`src/rtl/bit_serial_subtractor.sv`:
```
// Bit-serial a - b - bin, LSB first, one full-subtractor cell plus a borrow flop; WIDTH+2 cycles per op.
// Define SUB_OVF_EN to add the registered signed-overflow output ovf.
module bit_serial_subtractor #(
   parameter int WIDTH = 8
) (
   input  logic             clk,
   input  logic             rst,
   input  logic             start,
   input  logic [WIDTH-1:0] a,
   input  logic [WIDTH-1:0] b,
   input  logic             bin,
   output logic             busy,
   output logic             done,
   output logic [WIDTH-1:0] diff,
   output logic             bout
`ifdef SUB_OVF_EN
   ,
   output logic             ovf
`endif
);

   localparam int CW = (WIDTH > 1) ? $clog2(WIDTH) : 1;
   localparam logic [CW-1:0] LAST = CW'(WIDTH - 1);

   typedef enum logic [1:0] {IDLE, RUN, DONE} state_t;

   state_t           state, state_next;
   logic [WIDTH-1:0] sa, sb, res;
   logic             br;
   logic [CW-1:0]    cnt;
   logic             d, br_next, last_bit;

   // Full-subtractor cell on the current LSBs
   assign d        = sa[0] ^ sb[0] ^ br;
   assign br_next  = (~sa[0] & sb[0]) | (~(sa[0] ^ sb[0]) & br);
   assign last_bit = (cnt == LAST);

   always_ff @(posedge clk) begin
      if (rst) state <= IDLE;
      else     state <= state_next;
   end

   always_comb begin
      state_next = state;
      busy       = 1'b0;
      done       = 1'b0;
      case (state)
         IDLE: if (start) state_next = RUN;
         RUN: begin
            busy = 1'b1;
            if (last_bit) state_next = DONE;
         end
         DONE: begin
            done       = 1'b1;
            state_next = IDLE;
         end
         default: state_next = IDLE;
      endcase
   end

   always_ff @(posedge clk) begin
      if (rst) begin
         sa   <= '0;
         sb   <= '0;
         res  <= '0;
         br   <= 1'b0;
         cnt  <= '0;
         diff <= '0;
         bout <= 1'b0;
`ifdef SUB_OVF_EN
         ovf  <= 1'b0;
`endif
      end else begin
         case (state)
            IDLE: if (start) begin
               sa  <= a;
               sb  <= b;
               br  <= bin;
               cnt <= '0;
            end
            RUN: begin
               sa  <= {1'b0, sa[WIDTH-1:1]};
               sb  <= {1'b0, sb[WIDTH-1:1]};
               res <= {d, res[WIDTH-1:1]};
               br  <= br_next;
               cnt <= cnt + CW'(1);
               if (last_bit) begin
                  diff <= {d, res[WIDTH-1:1]};
                  bout <= br_next;
`ifdef SUB_OVF_EN
                  // On the final bit sa[0]/sb[0] are the latched operand MSBs
                  ovf  <= (sa[0] != sb[0]) && (d != sa[0]);
`endif
               end
            end
            default: ;
         endcase
      end
   end

endmodule
```
`config.mk`:
```
export PLATFORM = sky130hd
export DESIGN_NAME = bit_serial_subtractor
export DESIGN_NICKNAME = d
export VERILOG_FILES = /design/src/rtl/bit_serial_subtractor.sv
export SDC_FILE = /design/constraint.sdc
export NUM_CORES = 1
export LEC_CHECK = 0
export BUFFER_PORTS_ARGS = -buffer_cell sky130_fd_sc_hd__buf_2
export CAP_MARGIN = 5
export CORE_MARGIN = 5
export CORE_UTILIZATION = 35
export CTS_CLUSTER_SIZE = 20
export DETAILED_ROUTE_END_ITERATION = 8
export SLEW_MARGIN = 20
export SYNTH_ARGS = -nofsm -noshare
export SYNTH_HDL_FRONTEND = slang
export SYNTH_SLANG_ARGS = --single-unit
```
`constraint.sdc`:
```
create_clock -name clk -period 2.1 [get_ports clk]
set_input_delay 0.42 -clock clk [delete_from_list [all_inputs] [get_ports clk]]
set_output_delay 0.42 -clock clk [all_outputs]
set_load 0.02 [all_outputs]
```
==> impl_metrics.ini <==
[worst_setup_path]
worstPathRequired_ns = 1.68
worstSetupPathType = flop to primary output
cp_max_fo = 11
end_kind = primary output
start_kind = flop
r2r-start = cnt[0]
arrival_ns = 1.32
setup.worst_path.start = state[0]

[floorplan]
die_w_um = 80.3
rows = 25
num_io_pins = 31
die_y_um = 80.3
start_util = 0.364
dieArea_um2 = 6450
core-area_um2 = 4750

[yosys]
synth_compound_area_frac = 0.195
postSynthAreaPerCell_um2 = 9.94
synth_edf_count = 0
yosysWarnings = 0
synth.area.mux_share = 0.0926
seq_area_frac_synth = 0.440
syn_nets = 197
synth-seq-cells = 38
yosys.area_share.simple = 0.166
synthAdderAreaFrac = 0.0260
yosys_most_used_dff = dfxtp_1
synth_xor_area_frac = 0
synth_cell_types = 27
netlist_area_um2 = 1730
syn_inst = 174
synth_top_family_by_area = compound AO/OA/AOI/OAI gates
synth-async-reset-ratio = 0

[layout]
layout_common_cells = 38 x dfxtp_1, 30 x nand2_1, 30 x buf_2
area_growth_pct = 13.1
nFillCells = 508
final_core_util = 0.411
drive_gt1_frac = 0.358
final_nets = 223
final_common_cell = dfxtp_1
insertedDiodeCount = 0

[clock_tree]
numCtsBuffers = 5
cts_htree_levels = 2
cts_tree = done
clkTransAtPathRegs_ns = 0.07
hold_buffers = 0
clk_latency_ns = 0.28
cts_sinks = 38
ctsResizeCount = 0
cts-root-buf = clkbuf_8
cts_post_setup_buffers_inserted = 0
clockBufferDepth = 2

[global_routing]
antenna_found_initial = 0
grt_first_pass_wirelength_um = 5620
track_usage = 0.114
grt_start_max_net_pins = 39
grt_pass1_vias = 1225
grt-ovfl-total = 0

[sta]
setup_tns_ns = 0
max_freq_mhz = 576
slew_headroom = 0.621
layout_min_cycle_time_ns = 1.74
clock_skew_ns = 0.00344
hold_viol = 0
rsz0062_at_grt = false
tightest_slew_ns = 0.569
finalCritPeriodShare = 0.826
slew_violations = 0
setup_viol_count_final = 0

[power]
swShare = 0.251
power_switching_w = 0.000368
peakVddDrop_mv = 0.228
finalPower_w = 0.00147
p_int_w = 0.00110
p_leak_nw = 0.770
clock_power_share = 0.346
powerDensity_nw_per_um2 = 751
p_comb_frac = 0.123
seqPwrFrac = 0.531

[place]
hpwl_um = 2140
numPortBuffers = 30
place.gp.congestion = 0.709

[drt]
num_vias = 1215
finalWirelength_um = 3190
drtAntennaViolNets = 0
drc = 0
avgRoutedWirePerCell_um = 11.9
drt_iter0_markers = 79
firstDrtPassIters = 4
vias_per_cell = 4.53

[min_path]
hold_class = primary input to flop
min-delay-start = a[7]

[status]
status = completed

[job]
maxCapViolCount = 0
[cell families (layout without fill, tap and decap cells)]
group           Yosys count  after routing
simple gates             58             58
compound gates           40             40
flops                    38             38
buf+inv                  19             46
mux                      16             16
fa+ha+maj                 3              3
[cells in the mapped netlist, drive strengths merged (2+ instances only)]
library cell  count  area [um^2]
a211oi           17          203
a21oi            17         85.1
a22oi             2         15.0
buf              11          110
clkbuf            3         11.3
dfxtp            38          761
ha                2         25.0
inv               5         18.8
mux2i            16          160
nand2            30          113
nand4bb           2         22.5
nor2             21          114
o21ai             2         10.0
[cell type report]
cell class | count | area [um^2] | area share
clock buffers | 7 | 86.3 | 0.0441
flip-flops and latches | 38 | 761 | 0.389
inverters | 5 | 18.8 | 0.00960
well taps | 67 | 83.8 | 0.0429
multi-input cells | 117 | 828 | 0.424
clock inverters | 1 | 5.00 | 0.00256
repair buffers | 33 | 173 | 0.0883
[metal layers]
metal	wire [um]	track usage	vias up	part of all wire
met1	1540	0.147	534	0.48
met5	0	0	-	0
met3	194	0.0460	5	0.061
met4	70	0.0608	0	0.022
li1	-	-	648	-
met2	1390	0.162	28	0.44
[state kept, by name, summed over array words and instances (netlist names)]
signal and flops:
bout 1, br 1, cnt 3, diff 8
res 7, sa 8, sb 8, state 2
[critical path, stage by stage, from the launching register on]
cell and delay [ns]:
dfxtp_1 0.51, nand2b_1 0.13, inv_2 0.18, buf_2 0.20
[power by group through the flow]
| stage | logic (W) | clock network [W] | registers (W) |
|---|---|---|---|
| 3_3_place_gp | 0.000180 | 0 | 0.000797 |
| 2_1_floorplan | 0.000160 | 0 | 0.000789 |
| 6_report | 0.000180 | 0.000508 | 0.000780 |
| 5_1_grt | 0.000202 | 0.000566 | 0.000785 |
| 4_1_cts | 0.000183 | 0.000534 | 0.000781 |
| 3_5_place_dp | 0.000183 | 0 | 0.000797 |
[through the flow]
| stage | instances | setup slack (ns) | hold slack (ns) | instance area (um^2) |
|---|---|---|---|---|
| 4_1_cts | 268 | 0.336 | 0.409 | 1960 |
| 3_3_place_gp | 260 | 0.636 | 0.441 | 1860 |
| 6_report | 268 | 0.364 | 0.423 | 1960 |
| 5_1_grt | 268 | 0.223 | 0.425 | 1960 |
| 3_5_place_dp | 260 | 0.602 | 0.447 | 1860 |
| 2_1_floorplan | 174 | 0.769 | 0.432 | 1730 |
[worst paths after layout]
kind | to | slack (ns) | depth (start not counted)
hold reg to reg | diff[2] | 0.45 | 2
hold / removal | sa[7] | 0.42 | 3
setup / recovery | busy | 0.36 | 3
setup reg to reg | bout | 0.63 | 5
No activity file was read; power rests on OpenSTA's default activity.
